File: config.mk
export PLATFORM = sky130hd
export DESIGN_NAME = bus_arbiter_rr
export DESIGN_NICKNAME = d
export VERILOG_FILES = /design/src/rtl/bus_arbiter_rr.sv
export SDC_FILE = /design/constraint.sdc
export NUM_CORES = 1
export LEC_CHECK = 0
export ABC_AREA = 1
export ABC_CLOCK_PERIOD_IN_PS = 1650
export CAP_MARGIN = 30
export CORE_AREA = 2 2 39 41
export DETAILED_ROUTE_END_ITERATION = 12
export DIE_AREA = 0 0 41 43
export PLACE_DENSITY_LB_ADDON = 0.2
export SETUP_SLACK_MARGIN = 0.3
export SLEW_MARGIN = 10
export SYNTH_ARGS = -nofsm -noshare
export SYNTH_HDL_FRONTEND = slang
export SYNTH_SLANG_ARGS = --single-unit
File: constraint.sdc
create_clock -name clk -period 1.65 [get_ports clk]
set_input_delay 0.33 -clock clk [delete_from_list [all_inputs] [get_ports clk]]
set_output_delay 0.33 -clock clk [all_outputs]
set_load 0.01 [all_outputs]
File: src/rtl/bus_arbiter_rr.sv
// Round-robin bus arbiter for MASTER_NUM masters with active-low request/grant.
// Optional tenure limit (forced rotation) enabled by defining BUS_ARB_TENURE_EN.
module bus_arbiter_rr #(
    parameter int MASTER_NUM = 4,
    parameter int OWNER_W    = $clog2(MASTER_NUM),
    parameter int MAX_TENURE = 16
) (
    input  logic                  clk,
    input  logic                  reset,
    input  logic [MASTER_NUM-1:0] req_,
    output logic [MASTER_NUM-1:0] grnt_,
    output logic [OWNER_W-1:0]    owner,
    output logic                  tenure_expired
);

    if (MASTER_NUM < 2 || MASTER_NUM > 16 ||
        MAX_TENURE < 2 || MAX_TENURE > 256) begin : g_bad_cfg
        $error("bus_arbiter_rr: parameter out of range");
    end

    logic [OWNER_W-1:0] owner_q, owner_d;
    logic [OWNER_W:0]   sum;
    logic [OWNER_W-1:0] cand;
    logic               found;
    logic               own_req;
    logic               expired;

    assign own_req = ~req_[owner_q];

    // Nearest requester after the owner, wrapping; scanned far-to-near so
    // the closest one wins.
    always_comb begin
        found = 1'b0;
        cand  = owner_q;
        sum   = '0;
        for (int k = MASTER_NUM - 1; k >= 1; k--) begin
            sum = {1'b0, owner_q} + (OWNER_W + 1)'(k);
            if (sum >= (OWNER_W + 1)'(MASTER_NUM)) begin
                sum = sum - (OWNER_W + 1)'(MASTER_NUM);
            end
            if (!req_[sum[OWNER_W-1:0]]) begin
                found = 1'b1;
                cand  = sum[OWNER_W-1:0];
            end
        end
    end

    always_comb begin
        owner_d = owner_q;
        if ((!own_req || expired) && found) begin
            owner_d = cand;
        end
    end

    always_ff @(posedge clk or negedge reset) begin
        if (!reset) begin
            owner_q <= '0;
        end else begin
            owner_q <= owner_d;
        end
    end

    always_comb begin
        grnt_          = '1;
        grnt_[owner_q] = 1'b0;
    end

    assign owner = owner_q;

`ifdef BUS_ARB_TENURE_EN
    localparam int TCNT_W = $clog2(MAX_TENURE);
    localparam logic [TCNT_W-1:0] TCNT_MAX = TCNT_W'(MAX_TENURE - 1);

    logic [TCNT_W-1:0] tcnt_q, tcnt_d;
    logic              texp_q, texp_d;

    assign expired = own_req && (tcnt_q == TCNT_MAX) && found;

    always_comb begin
        tcnt_d = tcnt_q;
        texp_d = expired;
        if (owner_d != owner_q || !own_req) begin
            tcnt_d = '0;
        end else if (tcnt_q != TCNT_MAX) begin
            tcnt_d = tcnt_q + 1'b1;
        end
    end

    always_ff @(posedge clk or negedge reset) begin
        if (!reset) begin
            tcnt_q <= '0;
            texp_q <= 1'b0;
        end else begin
            tcnt_q <= tcnt_d;
            texp_q <= texp_d;
        end
    end

    assign tenure_expired = texp_q;
`else
    assign expired        = 1'b0;
    assign tenure_expired = 1'b0;
`endif

endmodule

== Word-level counts from Yosys, hierarchy flattened ==
Index checks and enable logic that the tools add are counted.

* $lt $le $gt $ge: 8
* Reduce and logical (&&, ||, !) cells: 3
* Multiplexer cells: 19
* Equal/unequal tests: 1
* Bitwise operators: 1
* $add $sub $neg: 6

{| class="wikitable"
|+ Operator list
! operator !! number
|-
| 2-bit by 3-bit less-than comparator with 1-bit output (second input constant) || 4
|-
| 2-bit two-way mux || 6
|-
| 3-bit >= comparator (second input constant) || 3
|-
| 1-bit binary-select mux with 2-bit select || 4
|-
| 1-bit two-way mux || 8
|-
| 2-bit by 2-bit adder with 3-bit output (second input constant) || 2
|-
| 2-bit by 1-bit subtractor with 2-bit output (second input constant) || 3
|-
| 4-bit inverter || 1
|-
| 2-bit by 1-bit adder with 3-bit output (second input constant) || 1
|-
| 3-bit != test (second input constant) || 1
|-
| 1-bit demux with 2-bit select || 1
|-
| 2-bit by 1-bit >= comparator with 1-bit output (second input constant) || 1
|-
| 1-bit logical AND || 2
|-
| 2-bit AND reduction || 1
|}

* Register bits: 2
* Output and inout port bits: 7

== Logic depth before layout (Yosys ltp) ==
Gate-level depths: netlist of run 1.

* Depth in word-level cells: 10
* Mapped depth: 11

== Worst setup path after synthesis of run 1 ==
No wires, ideal clock.

* Path kind: register to register
* From: reg owner_q[0] (netlist: owner[0])
* To: reg owner_q[0] (netlist: owner[0])
* Setup slack: 0.151 ns
* Clock period less this slack: 1.499 ns
* Data arrival time: 1.383 ns
* Stages on the path, launching flop included: 12
* Cell sequence: dfrtp_1 buf_6 inv_8 ha_1 inv_1 nand3_2 nand2_1 inv_2 nand2_1 nand2_1 nand2_1 nand2_1

* Word-level cells in the longest chain between the ends: 10

{| class="wikitable"
|+ RTL lines
! what !! line !! source
|-
| start, declared || 21 || <nowiki>logic [OWNER_W-1:0] owner_q, owner_d;</nowiki>
|-
| start signal, assigned || 59 || <nowiki>owner_q <= owner_d;</nowiki>
|-
| 2-bit by 2-bit adder with 3-bit output || 37 || <nowiki>sum = {1'b0, owner_q} + (OWNER_W + 1)'(k);</nowiki>
|-
| 3-bit >= comparator or 2-bit by 1-bit subtractor with 2-bit output (tied branches) || 38, 39 ||
|-
| 2-bit two-way mux || 38 || <nowiki>if (sum >= (OWNER_W + 1)'(MASTER_NUM)) begin</nowiki>
|-
| 1-bit binary-select mux with 2-bit select || 41 || <nowiki>if (!req_[sum[OWNER_W-1:0]]) begin</nowiki>
|-
| 1-bit two-way mux (not written as such) || 41 ||
|-
| 1-bit two-way mux (3 in series) || 41 ||
|-
| 1-bit logical AND || 50 || <nowiki>if ((!own_req || expired) && found) begin</nowiki>
|-
| 2-bit AND reduction (no line) || n/a ||
|}

Parallel ways exist; a longest one is shown, timed or not. The select of a mux whose other input is x is not followed.
A chain may end at the register's enable or synchronous reset.

== Worst setup path after layout of run 1 ==
* From: reg owner_q[0] (netlist: owner[0])
* To: out grnt_[2]

* Word-level cells in the longest chain between the ends: 5

{| class="wikitable"
|+ RTL lines
! what !! line !! source
|-
| 2-bit by 3-bit less-than comparator with 1-bit output (not written as such) or 2-bit by 1-bit >= comparator with 1-bit output (tied branches) || 65 || <nowiki>grnt_[owner_q] = 1'b0;</nowiki>
|-
| 1-bit logical AND (not written as such) || 65 ||
|-
| 1-bit two-way mux (not written as such) || 65 ||
|-
| 1-bit demux with 2-bit select * || 65 ||
|-
| 4-bit inverter (no line) * || n/a ||
|-
| end, declared || 11 || <nowiki>output logic [MASTER_NUM-1:0] grnt_,</nowiki>
|}

Every way passes the cells marked *; elsewhere a longest branch is shown, timed or not.

==> run metrics, run 1 <==
Max VDD drop roughly 0.83 mV; global-route wire length before repair roughly 1600 um; CTS tree built; post-synthesis sequential area ratio 0.114; Post-route DRC 0; CTS clk-pin slew, worst paths 30 ps; PwrDens 2110 mW/mm^2; Mapped Cells 64; crit share post-route 0.857; FF+latch count, synth 2; final WL approximately 940 um; Sequential Area 52.6 um^2; max-slew violations 0; area of the multi-input gates between 300 and 400 um^2; skew final about 6.7 ps; syn nets 74; crit path DAT around 1100 ps; crit end category primary output; critical path class flip-flop to primary output; Synth-to-Final Area Change 72.9%; port bufs 11; max_cap viols 0; Mapped Area approximately 440 um^2; All-Layer GR Usage 0.130; Mapped Avg Cell Area 6.86 um^2; Post-Layout Cell Count around 100; placer congestion estimate between 0.7 and 0.8; Final HPWL DP 688 um; CTS H-Tree Depth 1; status complete, no violations; initial antenna violation count 0; largest net degree at the start of global routing 7; CTS Buffer Depth 2; placed insts 94; core area ~0.0014 mm^2; Filler cells about 140; vias in the first global route 387; total CTS buffers 3; nets@finish 99; die area roughly 0.0018 mm^2; antenna-violating nets left 0; drt initial violations 5; maximum fanout along the worst path 4; number of hold buffers added after cts 0; TritonCTS Sinks 2; Util after Layout 0.549; Setup TNS Final 0 ps; fin crit period 1410 ps; Hold Crit Class input port to asynchronous set/reset pin; Row Count 14; fmax roughly 710 MHz; Die Y-Extent about 43 um; grt ovf 0; Initial Util 0.317; post-place setup slack about 26 ps; io pins 13; Fin. Hold Viols 0; via/cell ratio 4.22; RSZ-0062 raised after global routing yes; Setup-failing EPs final 0; Diodes inserted 0; number of flip-flops in the largest register 2; fraction of layout cells with a size suffix above 1 0.625; TritonRoute pass-1 iters 3; Pleak a little under 0.4 nW; most common cell after layout, fill and taps aside nand2_1; DR WL/cell approximately 9 um; via count 439; worst-skew pair later-pin latency 230 ps; clk root buf clkbuf_4; critical path required time between 1000 and 1500 ps; CP startpoint kind flip-flop; worst reg-to-reg path cell count 10; post-synthesis cell type count 16; Yosys warning total 0; most frequent cells in the layout 15 x nand2_1, 8 x nand2_2, 8 x buf_6; Final WS setup between 200 and 250 ps; Die W about 40 um
path summary, 6_finish.rpt:
check                                      from                    to  slack [ps]
setup / recovery           owner[0]$_DFFE_PN0P_              grnt_[2]         240
hold / removal                            reset  owner[1]$_DFFE_PN0P_         270
setup reg to reg           owner[0]$_DFFE_PN0P_  owner[0]$_DFFE_PN0P_         300
hold reg to reg            owner[0]$_DFFE_PN0P_  owner[0]$_DFFE_PN0P_         740
max in group asynchronous                 reset  owner[0]$_DFFE_PN0P_        1240
min in group clk           owner[0]$_DFFE_PN0P_  owner[0]$_DFFE_PN0P_         740
metrics by stage:
| stage | instance area, um^2 | power (mW) | hold slack [ps] |
|---|---|---|---|
| final | 759 | 1.60 | 268 |
| after detailed placement | 602 | 1.16 | 509 |
| after floorplan | 453 | 0.834 | 34.4 |
| after CTS | 738 | 1.56 | 259 |
| after global placement | 602 | 1.17 | 505 |
| after global routing | 759 | 1.76 | 261 |
area by class of cell:
cell class,instances,area share
clock buffers,4,0.0346
inverters,13,0.0840
flip-flops and latches,2,0.0692
repair buffers,22,0.287
multi-input cells,47,0.499
well taps,16,0.0264
timing repair:
item,4_1_cts,5_1_grt
setup buffers,6,0
endpoints found under the setup margin,7,7
resized for setup,45,5
pin swaps,3,1
per-layer routing:
metal	global-route usage	part of all wire	vias up
met5	0	0	-
met4	0.0200	0	0
met3	0.0471	0.0053	0
met2	0.206	0.54	2
met1	0.167	0.45	199
li1	-	-	238
critical path, stage by stage, from the launching register on:
cell and delay, ps:
dfrtp_2 420, buf_12 140, clkinv_8 50, ha_4 110, inv_2 30, buf_6 100
synth_stat cells:
library cell | number | area, um^2
buf_4 | 1 | 7.51
nor2_4 | 1 | 11.3
buf_6 | 1 | 11.3
nand2_1 | 18 | 67.6
conb_1 | 1 | 3.75
nor2_1 | 2 | 7.51
nand3_1 | 4 | 20.0
inv_1 | 11 | 41.3
inv_8 | 1 | 11.3
ha_1 | 4 | 50.1
dfrtp_1 | 2 | 50.1
nand2_4 | 5 | 56.3
nor2_2 | 1 | 6.26
nand2_2 | 5 | 31.3
nand3_2 | 6 | 60.1
inv_2 | 1 | 3.75
power breakdown:
group	total, mW	switching [mW]	internal [mW]
clock network	0.122	0.0315	0.0900
logic	1.34	0.661	0.679
registers	0.139	0.0562	0.0828
cell families (layout without fill, tap and decap cells):
logic type / Yosys count / after routing / share of synthesized area
adders and majority gates: 4 / 4 / 0.114
other: 1 / 1 / 0.00854
buffers and inverters: 15 / 39 / 0.171
DFF: 2 / 2 / 0.114
and+or+nand+nor: 42 / 42 / 0.593
Power figures use the tool's default switching activity.
==> run 2: changes to the inputs <==
--- a/config.mk
+++ b/config.mk
@@ -5,7 +5,6 @@
 export SDC_FILE = /design/constraint.sdc
 export NUM_CORES = 1
 export LEC_CHECK = 0
-export ABC_AREA = 1
 export ABC_CLOCK_PERIOD_IN_PS = 1650
 export CAP_MARGIN = 30
 export CORE_AREA = 2 2 39 41
==> run 2 against run 1 <==
  * First-iteration DRC count grew to 3.2 times the previous value
  * Clock-buffer cell count unchanged
  * Sequential share of layout area grew 2.3 points
  * Final area down 25%
  * Non-clock buffer count is the same
  * Clock power about the same
  * Combinational power shrank 37%
  * Maximum frequency shrank 5.5%
  * Via count decreased by 20%
  * Die area unchanged
  * Worst setup slack got worse by 83 ps
  * Largest cell class unchanged
==> run metrics, run 2 <==
die area 0.00176 mm^2 (unchanged); CTS tree built; most common cell after layout, fill and taps aside buf_4; Setup-failing EPs final 0 (unchanged); via/cell ratio 4.44 (+5.3%); antenna-violating nets left 0 (unchanged); most common cell in the netlist inv_1; delay of the slowest cell on the worst path 420 ps (about the same); post-synthesis sequential area ratio 0.167 (+0.0534); Mapped Area 299 um^2 (-32%); Filler cells 143 (+1.4%); vias in the first global route 324 (-16%); drt initial violations 16 (+11); R2R Path Start owner[1]$_DFFE_PN0P_; synth cell count leaders 7 x inv_1, 5 x nand2_1, 4 x ha_1, 4 x o21ai_0, 3 x a21oi_1; PwrDens 1880 mW/mm^2 (-11%); number of hold buffers added after cts 0 (unchanged); most used cell along the critical path buf_6; placer congestion estimate 0.861 (+11%); post-synthesis cell type count 19 (+3); top_reg_cell synth dfrtp_1; maximum fanout along the worst path 5 (+1); critical path class flip-flop to flip-flop; syn nets 49 (-34%); grt ovf 0 (unchanged); clk root buf clkbuf_4; FF+latch count, synth 2 (unchanged); via count 351 (-20%); Util after Layout 0.412 (-0.137); number of flip-flops in the largest register 2 (unchanged); status complete, no violations; crit path DAT 1600 ps (+520 ps); fin crit period 1500 ps (+82.9 ps); Initial Util 0.216 (-0.101); Fin. Hold Viols 0 (unchanged); TritonRoute pass-1 iters 4 (+1); DR WL/cell 8.99 um (-0.35%); critical path required time 1750 ps (+430 ps); Pleak 0.258 nW (-33%); ys async rst share 1.00 (unchanged); Diodes inserted 0 (unchanged); port bufs 11 (unchanged); global-route wire length before repair 1150 um (-27%); Row Count 14 (unchanged); Final HPWL DP 507 um (-26%); CTS H-Tree Depth 1 (unchanged); final WL 710 um (-24%); Post-synth EDFFs 0 (unchanged); skew final 5.37 ps (-1.30 ps); crit share post-route 0.907 (+0.0503); fraction of layout cells with a size suffix above 1 0.476 (-0.149); Die Y-Extent 43 um (unchanged); Mapped Cells 39 (-39%); Max VDD drop 0.427 mV (-48%); nets@finish 74 (-25%); Mapped Avg Cell Area 7.67 um^2 (+12%); most frequent cells in the layout 8 x buf_4, 5 x nand2_1, 5 x clkdlybuf4s50_1, 5 x buf_6; Synth-to-Final Area Change 90.8%; core area 0.00138 mm^2 (unchanged); io pins 13 (unchanged); total CTS buffers 3 (unchanged); post-synth top area share 0.167 (+0.0135); Hold Crit Class input port to asynchronous set/reset pin; crit end category flip-flop; initial antenna violation count 0 (unchanged); Area contributors post-synth dfrtp_1 17%, ha_1 17%, inv_1 8.8%; worst reg-to-reg path cell count 6 (-4); Die W 41 um (unchanged); RSZ-0062 raised after global routing yes; max_cap viols 0 (unchanged); Synth area leader dfrtp_1; Total Power 1.07 mW (-33%); largest net degree at the start of global routing 7 (unchanged); worst-skew pair later-pin latency 230 ps (about the same); All-Layer GR Usage 0.0954 (-0.0350); Post-route DRC 0 (unchanged); CP Cell Sequence buf_6 -> buf_6 -> mux2i_4 -> nand2_1 -> o211a_1 -> mux2_4; TritonCTS Sinks 2 (unchanged); reg2reg setup slack 150 ps (-150 ps); Yosys warning total 0 (unchanged); CP startpoint kind flip-flop; Worst path slowest cell dfrtp_2; CTS Buffer Depth 2 (unchanged); CTS clk-pin slew, worst paths 30 ps (about the same); Worst R2R End owner[1]$_DFFE_PN0P_; max-slew violations 0 (unchanged); fmax 668 MHz (-5.5%)
[run 2: cell types whose count changed after synthesis, moves of 4 or more]
cell     change
nand2_2      -5
inv_1        -4
nand2_1     -13
o21ai_0      +4
nand3_2      -6
nand2_4      -5
[run 2: repair_timing]
item / CTS / global route
buffers inserted: 4 / 1
gates resized for setup: 26 / 9
pin swaps: 2 / 2
setup endpoints to repair: 8 / 7
[run 2: cells by family after synthesis]
family,count (synthesis),share of synthesized area
multiplexers,3,0.117
adder cells (fa/ha/maj),4,0.167
AND/OR/NAND/NOR,9,0.159
AO/OA/AOI/OAI,11,0.226
flip-flops,2,0.167
other,1,0.0125
buffers and inverters,9,0.151
[run 2: stage by stage]
step	std cells	hold slack (ps)	setup TNS (ps)	instance area [um^2]	worst slack, ps
5_1_grt	79	256	0	571	114
4_1_cts	78	262	0	522	176
3_5_place_dp	70	504	-23.5	472	-23.5
2_1_floorplan	39	34.4	0	315	192
6_report	79	268	0	571	153
3_3_place_gp	70	505	-15.5	472	-15.5
[run 2: power by group]
group	switching, mW	internal, mW
sequential	0.0317	0.0818
clock	0.0293	0.0899
combinational	0.362	0.480
[run 2: critical path: cells and delay by family (launching register included)]
family	cells	cell delay, ps
AND/OR/NAND/NOR	1	70
multiplexers	2	470
flip-flops	1	420
AO/OA/AOI/OAI	1	160
buffers and inverters	2	250
[run 2: final cells by class]
type                    count  area (um^2)  area share
inverters                   7         31.3      0.0548
clock buffers               4         26.3      0.0461
well taps                  16         20.0      0.0351
multi-input cells          28          245       0.430
repair buffers             22          195       0.342
flip-flops and latches      2         52.6      0.0921
[run 2: worst max path at each step]
| stage | slack, ps | start | end |
|---|---|---|---|
| finish | 150 | owner[1]$_DFFE_PN0P_ | owner[1]$_DFFE_PN0P_ |
| detailed placement | -20 | req_[3] | owner[1]$_DFFE_PN0P_ |
| CTS | 180 | owner[1]$_DFFE_PN0P_ | owner[1]$_DFFE_PN0P_ |
| global placement | -20 | req_[3] | owner[1]$_DFFE_PN0P_ |
| floorplan | 190 | owner[1]$_DFFE_PN0P_ | owner[1]$_DFFE_PN0P_ |
| global route | 110 | owner[1]$_DFFE_PN0P_ | owner[1]$_DFFE_PN0P_ |
[run 2: layer usage]
metal	global-route usage	vias to the layer above	wire length, um
met5	0	-	0
met4	0.0600	0	0
met3	0.0314	0	28
met2	0.147	8	375
met1	0.106	160	306
li1	-	183	-
==> run 3: changes to the inputs <==
--- a/config.mk
+++ b/config.mk
@@ -5,7 +5,7 @@
 export SDC_FILE = /design/constraint.sdc
 export NUM_CORES = 1
 export LEC_CHECK = 0
-export ABC_CLOCK_PERIOD_IN_PS = 1650
+export ABC_CLOCK_PERIOD_IN_PS = 1500
 export CAP_MARGIN = 30
 export CORE_AREA = 2 2 39 41
 export DETAILED_ROUTE_END_ITERATION = 12
==> constraint.sdc (replaced) <==
create_clock -name clk -period 1.5 [get_ports clk]
set_input_delay 0.3 -clock clk [delete_from_list [all_inputs] [get_ports clk]]
set_output_delay 0.3 -clock clk [all_outputs]
set_load 0.01 [all_outputs]
==> run 3 against run 2 <==
  * The flow now finishes with violations (negative setup slack)
  * Register-to-register slack got worse by 160 ps
  * Core utilization is 1.9 points higher
  * Clock skew about the same
  * Worst setup slack got worse by 160 ps
  * Global-route usage rose by 1.4 points
  * Clock-buffer cell count stayed put
  * Combinational power up 16%
  * Die area unchanged
  * Total power increased by 15%
  * Maximum frequency decreased by 0.61%
  * Clock power increased by 12%
  * Sequential power is 8% higher
  * Largest cell class unchanged
  * Largest power group unchanged
==> run metrics, run 3 (synthesis gave the netlist of run 2 again) <==
post-place setup slack -130 ps (-106 ps); most frequent cells in the layout 11 x buf_4, 6 x buf_6, 5 x nand2_1, 5 x clkdlybuf4s50_1, 4 x inv_1; fin crit period 1510 ps (+9.13 ps); PwrDens 2060 mW/mm^2 (+9.5%); Pleak 0.277 nW (+7.2%); fraction of layout cells with a size suffix above 1 0.507 (+0.0313); most common cell after layout, fill and taps aside buf_4; via count 367 (+4.6%); Post-route DRC 0 (unchanged); area of the multi-input gates 245 um^2 (unchanged); sw frac 0.392 (-0.00240); CTS H-Tree Depth 1 (unchanged); Die Y-Extent 43 um (unchanged); Filler cells 150 (+4.9%); initial antenna violation count 0 (unchanged); global-route wire length before repair 1300 um (+13%); nets@finish 78 (+5.4%); vias in the first global route 324 (unchanged); Die W 41 um (unchanged); most used cell along the critical path buf_6; sw power 482 uW (+14%); CTS Buffer Depth 2 (unchanged); Diodes inserted 0 (unchanged); max_cap viols 0 (unchanged); Post-Layout Cell Count 83 (+5.1%); via/cell ratio 4.42 (-0.48%); sequential power share 0.100 (-0.006); delay of the slowest cell on the worst path 420 ps (about the same); DR WL/cell 9.76 um (+8.6%); Sequential Area 52.6 um^2 (unchanged); die area 0.00176 mm^2 (unchanged); Setup TNS Final -6.21 ps (-6.21 ps); placer congestion estimate 0.893 (+3.6%); clock power share 0.108 (-0.003); placed insts 73 (+4.3%); max-slew violations 0 (unchanged); Fin. Hold Viols 0 (unchanged); Final WS setup -6.21 ps (-159 ps); clk root buf clkbuf_4; crit end category flip-flop; Row Count 14 (unchanged); critical path class flip-flop to flip-flop; CTS tree built; final WL 810 um (+14%); core area 0.00138 mm^2 (unchanged); worst-skew pair later-pin latency 230 ps (about the same); port bufs 11 (unchanged); grt ovf 0 (unchanged); Comb pwr share 0.792 (+0.009); CP startpoint kind flip-flop; Hold Crit Class input port to asynchronous set/reset pin; crit share post-route 1.00 (+0.0968); Max VDD drop 0.511 mV (+20%); status finished with violations; fmax 664 MHz (-0.61%); drt initial violations 4 (-12); All-Layer GR Usage 0.109 (+0.0141); failing checks negative setup slack; CTS clk-pin slew, worst paths 30 ps (about the same); critical path required time 1600 ps (-150 ps); TritonRoute pass-1 iters 4 (unchanged); DP Area 494 um^2 (+4.8%); antenna-violating nets left 0 (unchanged); io pins 13 (unchanged); Util after Layout 0.431 (+0.0190); number of flip-flops in the largest register 2 (unchanged); skew final 5.59 ps (+0.222 ps); Synth-to-Final Area Change 99.6%; CP Cell Sequence buf_6 -> buf_6 -> mux2i_2 -> nand2_1 -> o211a_1 -> mux2_4; TritonCTS Sinks 2 (unchanged); Setup-failing EPs final 1 (+1); largest net degree at the start of global routing 7 (unchanged); post-route cell area 597 um^2 (+4.6%); Final HPWL DP 578 um (+14%); Worst path slowest cell dfrtp_2; total CTS buffers 3 (unchanged); Internal Power 749 uW (+15%); number of hold buffers added after cts 0 (unchanged); crit path DAT 1610 ps (about the same); Initial Util 0.216 (unchanged); RSZ-0062 raised after global routing yes; maximum fanout along the worst path 5 (unchanged)
==> run 3: cell types whose count changed in the layout (fill, tap and decap cells not counted) <==
cell | previous run | this run
clkdlybuf4s15_1 | 1 | 0
inv_1 | 3 | 4
buf_2 | 2 | 3
inv_4 | 2 | 1
buf_4 | 8 | 11
buf_6 | 5 | 6
==> run 3: final cells by class <==
cell class / instances / area share
multi-input cells: 28 / 0.411
clock buffers: 4 / 0.0440
repair buffers: 26 / 0.375
flip-flops and latches: 2 / 0.0881
well taps: 16 / 0.0335
inverters: 7 / 0.0482
==> run 3: power groups by stage <==
stage          clock network, mW  registers (mW)  logic (mW)
6_report                   0.133           0.123       0.974
5_1_grt                    0.151           0.127        1.07
4_1_cts                    0.142           0.130       0.930
3_5_place_dp                   0           0.135       0.784
3_3_place_gp                   0           0.133       0.782
2_1_floorplan                  0           0.143       0.458
==> run 3: worst max-delay path: cells and delay by family, from the launching register on <==
family	cells	cell delay (ps)
mux	2	490
flops	1	420
buf+inv	2	250
compound gates	1	140
simple gates	1	80
==> run 3: stage by stage <==
stage	hold slack, ps	total power [mW]
detailed placement	475	0.919
global placement	473	0.915
global route	228	1.35
floorplan	4.41	0.601
CTS	228	1.20
finish	235	1.23
==> run 3: final timing paths <==
check / from / to / slack [ps] / cells past startpoint
hold / removal: reset / owner[0]$_DFFE_PN0P_ / 230 / 1
setup / recovery: owner[1]$_DFFE_PN0P_ / owner[1]$_DFFE_PN0P_ / -6 / 6
max in group asynchronous: reset / owner[1]$_DFFE_PN0P_ / 1130 / 1
setup reg to reg: owner[1]$_DFFE_PN0P_ / owner[1]$_DFFE_PN0P_ / -6 / 6
hold reg to reg: owner[0]$_DFFE_PN0P_ / owner[0]$_DFFE_PN0P_ / 720 / 3
min in group clk: owner[0]$_DFFE_PN0P_ / owner[0]$_DFFE_PN0P_ / 720 / 3
==> run 3: what timing repair did <==
item                                   4_1_cts  5_1_grt
endpoints found under the hold margin        0        0
buffers inserted                             4        2
setup endpoints to repair                    8        8
pin swaps                                    5        1
gates cloned                                 0        0
gates resized for setup                     35        1
==> run 3: routing by layer <==
metal  track usage  part of all wire  vias to the layer above
li1              -                 -                      188
met1         0.138              0.43                      165
met2         0.159              0.52                       14
met3        0.0471             0.051                        0
met4        0.0400                 0                        0
met5             0                 0                        -
==> RTL edit 1: new RTL, config.mk and constraints of run 1 <==
Build with the macro `BUS_ARB_TENURE_EN` defined.
--- a/src/rtl/bus_arbiter_rr.sv
+++ b/src/rtl/bus_arbiter_rr.sv
@@ -1,5 +1,7 @@
 // Round-robin bus arbiter for MASTER_NUM masters with active-low request/grant.
 // Optional tenure limit (forced rotation) enabled by defining BUS_ARB_TENURE_EN.
+`define BUS_ARB_TENURE_EN
+
 module bus_arbiter_rr #(
     parameter int MASTER_NUM = 4,
     parameter int OWNER_W    = $clog2(MASTER_NUM),
Function: no difference found for any inputs over 10 cycles, from zero or initial values and one cycle with reset low; that may be too few to reach the edited logic, so the function may still have changed.
==> RTL edit 1 against run 1 <==
Setup slack worse by 0.057 ns. Count of clock-buffer cells in the layout is the same. Total power rose by 32%. Sequential cell count up 5. Largest power group unchanged. Synthesized area grew 34%. First-iteration DRC count rose by 100%. Sequential power increased by 120%. Wire length rose by 66%. Cell area up 30%. Sequential share of layout area grew 11 points. Register-to-register slack worse by 0.12 ns. Synthesized cell count up 38%. Combinational power grew 22%. Via count increased by 50%.
==> RTL edit 1: results (changes against run 1) <==
* Largest Register: tcnt_q
* Postcts setup bufs at 7 (was 6)
* Sw Ratio at 0.489 (was 0.468)
* Initial DRC Count at 10 (was 5)
* Signal inverters at 17 (was 13)
* FF-to-FF Start: owner[1] (was owner[0])
* Synthesized instance count at 88 (was 64)
* Vias in the first global route at 643 (was 387)
* Dpl hpwl at 1.01 mm (was 688 um)
* Layout Utilization at 0.715 (was 0.549)
* R2R cell count at 11 (was 10)
* Final Skew at 0.00207 ns (was 0.00666 ns)
* DRT Pass-1 Iters at 4 (was 3)
* First-pass GRT wire length at 2.43 mm (was 1.57 mm)
* DR vias at 659 (was 439)
* Place WS at 0.0442 ns (was 0.0258 ns)
* Layout cells sized above 1 at 0.487 (was 0.625)
* P_comb at 0.00164 W (was 0.00134 W)
* FFs & Latches at 7 (was 2)
* Largest net degree at the start of global routing at 8 (was 7)
* Clock slew at reported path FFs at 0.05 ns (was 0.03 ns)
* Syn nets at 99 (was 74)
* Worst R2R Setup Slack at 0.18 ns (was 0.30 ns)
* I/O Buffers at 12 (was 11)
* GRT Total Usage at 0.197 (was 0.130)
* Max Clk Rate at 680 MHz (was 707 MHz)
* Seq/Total Area, Yosys at 0.297 (was 0.114)
* Final clock-cell share at 0.0265 (was 0.0346)
* Seq power at 0.000310 W (was 0.000139 W)
* Antenna violations before repair at 0 (unchanged)
* Worst IR Drop VDD at 0.00131 V (was 0.000827 V)
* DP Area at 766 um^2 (was 602 um^2)
* Fillers at 116 (was 141)
* Non-clock buffer count in the final layout at 23 (was 22)
* CP delay by family, top: simple AND/OR/NAND/NOR gates (was flip-flops)
* Synth area leaders: dfrtp_1 (30%), nand2_1 (18%), ha_1 (11%) (was nand2_1 (15%), nand3_2 (14%), nand2_4 (13%))
* Area of the multi-input gates at 467 um^2 (was 379 um^2)
* Layout Nets at 127 (was 99)
* Layout non-clock buf frac at 0.230 (was 0.287)
* Leakage at 0.489 nW (was 0.386 nW)
* CTS resizes at 47 (was 45)
* Clock Latency Late Sink at 0.25 ns (was 0.23 ns)
* Multi-input gate count at 64 (was 47)
* Placer Congestion at 0.803 (was 0.778)
* Wire per inst at 11.9 um (was 9.02 um)
* Power per cell area at 2130 nW/um^2 (was 2110 nW/um^2)
* Synth unique cells at 15 (was 16)
* Max FFs per register at 4 (was 2)
* Most frequent cells after synthesis: nand2_1 (28), inv_1 (16), nand3_1 (12) (was nand2_1 (18), inv_1 (11), nand3_2 (6))
* Placed cell count at 118 (was 94)
* Outcome: complete, no violations (unchanged)
## RTL edit 1: cell count changes after synthesis, moves of 2 or more
cell and change:
dfrtp_1 +5, inv_1 +5, nand2_1 +10, nand2_4 -5, nand3_1 +8, nand3_2 -3
nor2_1 +3, o21ai_0 +2
## RTL edit 1: layer usage
layer / GRT usage / share of wire / vias up
met5: 0 / 0 / -
met4: 0.140 / 0.026 / 0
met3: 0.0105 / 0.032 / 4
met2: 0.334 / 0.58 / 20
met1: 0.212 / 0.36 / 306
li1: - / - / 329
## RTL edit 1: kinds of logic after synthesis
family          share of synthesized area
xor+xnor                           0.0148
simple gates                        0.441
flops                               0.297
mux                                0.0169
compound gates                     0.0169
buf+inv                             0.108
fa+ha+maj                           0.106
==> RTL edit 2: new RTL, config.mk and constraints of run 1 <==
Without the edit above. Put one more register stage on the output `owner`, cleared by the reset. The value now appears one clock later. The other outputs are not delayed to match.
--- a/src/rtl/bus_arbiter_rr.sv
+++ b/src/rtl/bus_arbiter_rr.sv
@@ -65,7 +65,13 @@
         grnt_[owner_q] = 1'b0;
     end
 
-    assign owner = owner_q;
+    always_ff @(posedge clk or negedge reset) begin
+        if (!reset) begin
+            owner <= '0;
+        end else begin
+            owner <= owner_q;
+        end
+    end
 
 `ifdef BUS_ARB_TENURE_EN
     localparam int TCNT_W = $clog2(MAX_TENURE);
Function: changed (a bounded check fails within 4 cycles, from zero or initial values and one cycle with reset low).
==> RTL edit 2 against run 1 <==
Combinational power fell by 10%. Setup slack got worse by 0.016 ns. Synthesized area rose by 5.4%. Cell area fell by 4.8%. Wire length rose by 3.4%. Register-to-register slack got worse by 0.03 ns. Utilization fell by 2.6 points. Die area did not move. Total power fell by 4.9%. Sequential power rose by 32%. Global-route usage rose by 1.6 points. Critical path depth did not move. Sequential cell count rose by 2.
==> RTL edit 2: results (changes against run 1) <==
* Largest net degree at the start of global routing at 10 (was 7)
* Worst-path maximum fanout at 3 (was 4)
* Largest stage delay on the critical path at 0.42 ns (about the same)
* Top Registers: owner (2), owner_q (2)
* Outcome: complete, no violations (unchanged)
* Syn. warnings at 0 (unchanged)
* Clock Latency Late Sink at around 0.24 ns
* I/O Buffers at 11 (unchanged)
* Seq/Total Area, Yosys at 0.216 (was 0.114)
* GRT Total Usage at 0.146 (was 0.130)
* Placer Congestion at 0.708 (was 0.778)
* Synth unique cells at 19 (was 16)
* First-pass GRT wire length at 1.71 mm (was 1.57 mm)
* Dpl hpwl at 783 um (was 688 um)
* WP data arrival at 1.10 ns (was 1.08 ns)
* Longest Clk Path Bufs at 2 (unchanged)
* Vias in the first global route at 424 (was 387)
* Fraction of registers with async set/reset at 1.00 (unchanged)
* Antenna Cells at 0 (unchanged)
* Vias per cell at 4.43 (was 4.22)
* Layout cells sized above 1 at 0.547 (was 0.625)
* Synth area leaders: dfrtp_1 (22%), nand2_1 (15%), nand2_2 (14%) (was nand2_1 (15%), nand3_2 (14%), nand2_4 (13%))
* TritonCTS buffer count at 3 (unchanged)
* Clock slew at reported path FFs at around 0.040 ns
* Final Skew at 0.00523 ns (was 0.00666 ns)
* Most frequent cells after synthesis: nand2_1 (19), nand2_2 (10), inv_1 (8) (was nand2_1 (18), inv_1 (11), nand3_2 (6))
* Top_reg_cell synth: dfrtp_1 (unchanged)
* Layout Nets at 97 (was 99)
* CP delay by family, top: flip-flops (unchanged)
* Leakage at 0.360 nW (was 0.386 nW)
* H-tree levels at 1 (unchanged)
* Wirelength, routed at 970 um (was 938 um)
* Worst IR Drop VDD at 0.000893 V (was 0.000827 V)
* Antenna violations before repair at 0 (unchanged)
* DRT Pass-1 Iters at 2 (was 3)
* Worst Hold Class: in -> async (unchanged)
* Initial DRC Count at 1 (was 5)
* Clock Root Buffer: clkbuf_4 (unchanged)
* CP max-delay cell: dfrtp_2 (unchanged)
* Syn nets at 76 (was 74)
[RTL edit 2: cell type report]
class,instances,area (um^2)
sequential,4,103
timing repair buffer,18,183
inverter,12,52.6
clock buffer,4,26.3
fill,142,661
multi-input combinational,48,339
tap,16,20.0
[RTL edit 2: cells by family (layout without fill, tap and decap cells)]
family / Yosys count / after routing / share of synthesized area
and+or+nand+nor: 41 / 41 / 0.484
buffers and inverters: 14 / 34 / 0.154
adders and majority gates: 4 / 4 / 0.108
DFF: 4 / 4 / 0.216
AOI/OAI and AO/OA: 2 / 2 / 0.0297
other: 1 / 1 / 0.00810
[RTL edit 2: what timing repair did]
item | 4_1_cts | 5_1_grt
hold buffers | 0 | 0
endpoints found under the setup margin | 8 | 6
gates resized for setup | 34 | 1
pin swaps | 4 | 3
buffers inserted | 3 | 0
[RTL edit 2: per-stage QoR]
stage / cell area [um^2] / std cells / utilization / hold WS [ns] / setup WS, ns
after global routing: 723 / 102 / 0.523 / 0.299 / 0.148
after detailed placement: 623 / 95 / 0.450 / 0.449 / 0.0371
final: 723 / 102 / 0.523 / 0.294 / 0.220
after floorplan: 482 / 66 / - / 0.0344 / 0.309
after global placement: 623 / 95 / 0.450 / 0.444 / 0.0524
after CTS: 719 / 102 / 0.520 / 0.287 / 0.215
[RTL edit 2: power by group]
group / internal (W) / total [W] / leakage (nW) / switching, W
Clock: 0.0000911 / 0.000136 / 0.0150 / 0.0000451
Combinational: 0.000568 / 0.00120 / 0.298 / 0.000636
Sequential: 0.000153 / 0.000183 / 0.0468 / 0.0000294
[RTL edit 2: worst register-to-register path, cell delays in order, from the launching register on]
cell,delay [ns]
dfrtp_2,0.42
buf_12,0.14
inv_8,0.06
ha_4,0.20
inv_2,0.05
nand3_2,0.07
nand2_2,0.09
inv_2,0.04
nand2_1,0.05
nand3_1,0.06
nand2_1,0.06
nand2_1,0.05
[RTL edit 2: worst paths after layout]
path / from / depth (start not counted) / endpoint / slack (ns)
min in group clk: owner_q[1] / 1 / owner[1] / 0.55
setup / recovery: owner_q[0] / 5 / grnt_[2] / 0.22
max in group asynchronous: reset / 1 / owner_q[0] / 1.17
hold reg to reg: owner_q[1] / 1 / owner[1] / 0.55
hold / removal: reset / 1 / owner[0] / 0.29
setup reg to reg: owner_q[0] / 11 / owner_q[0] / 0.27
[RTL edit 2: metal layers]
metal / global-route usage / routed length, um
met5: 0 / 0
met3: 0.0157 / 38
met1: 0.173 / 376
met2: 0.231 / 556
met4: 0.100 / 0
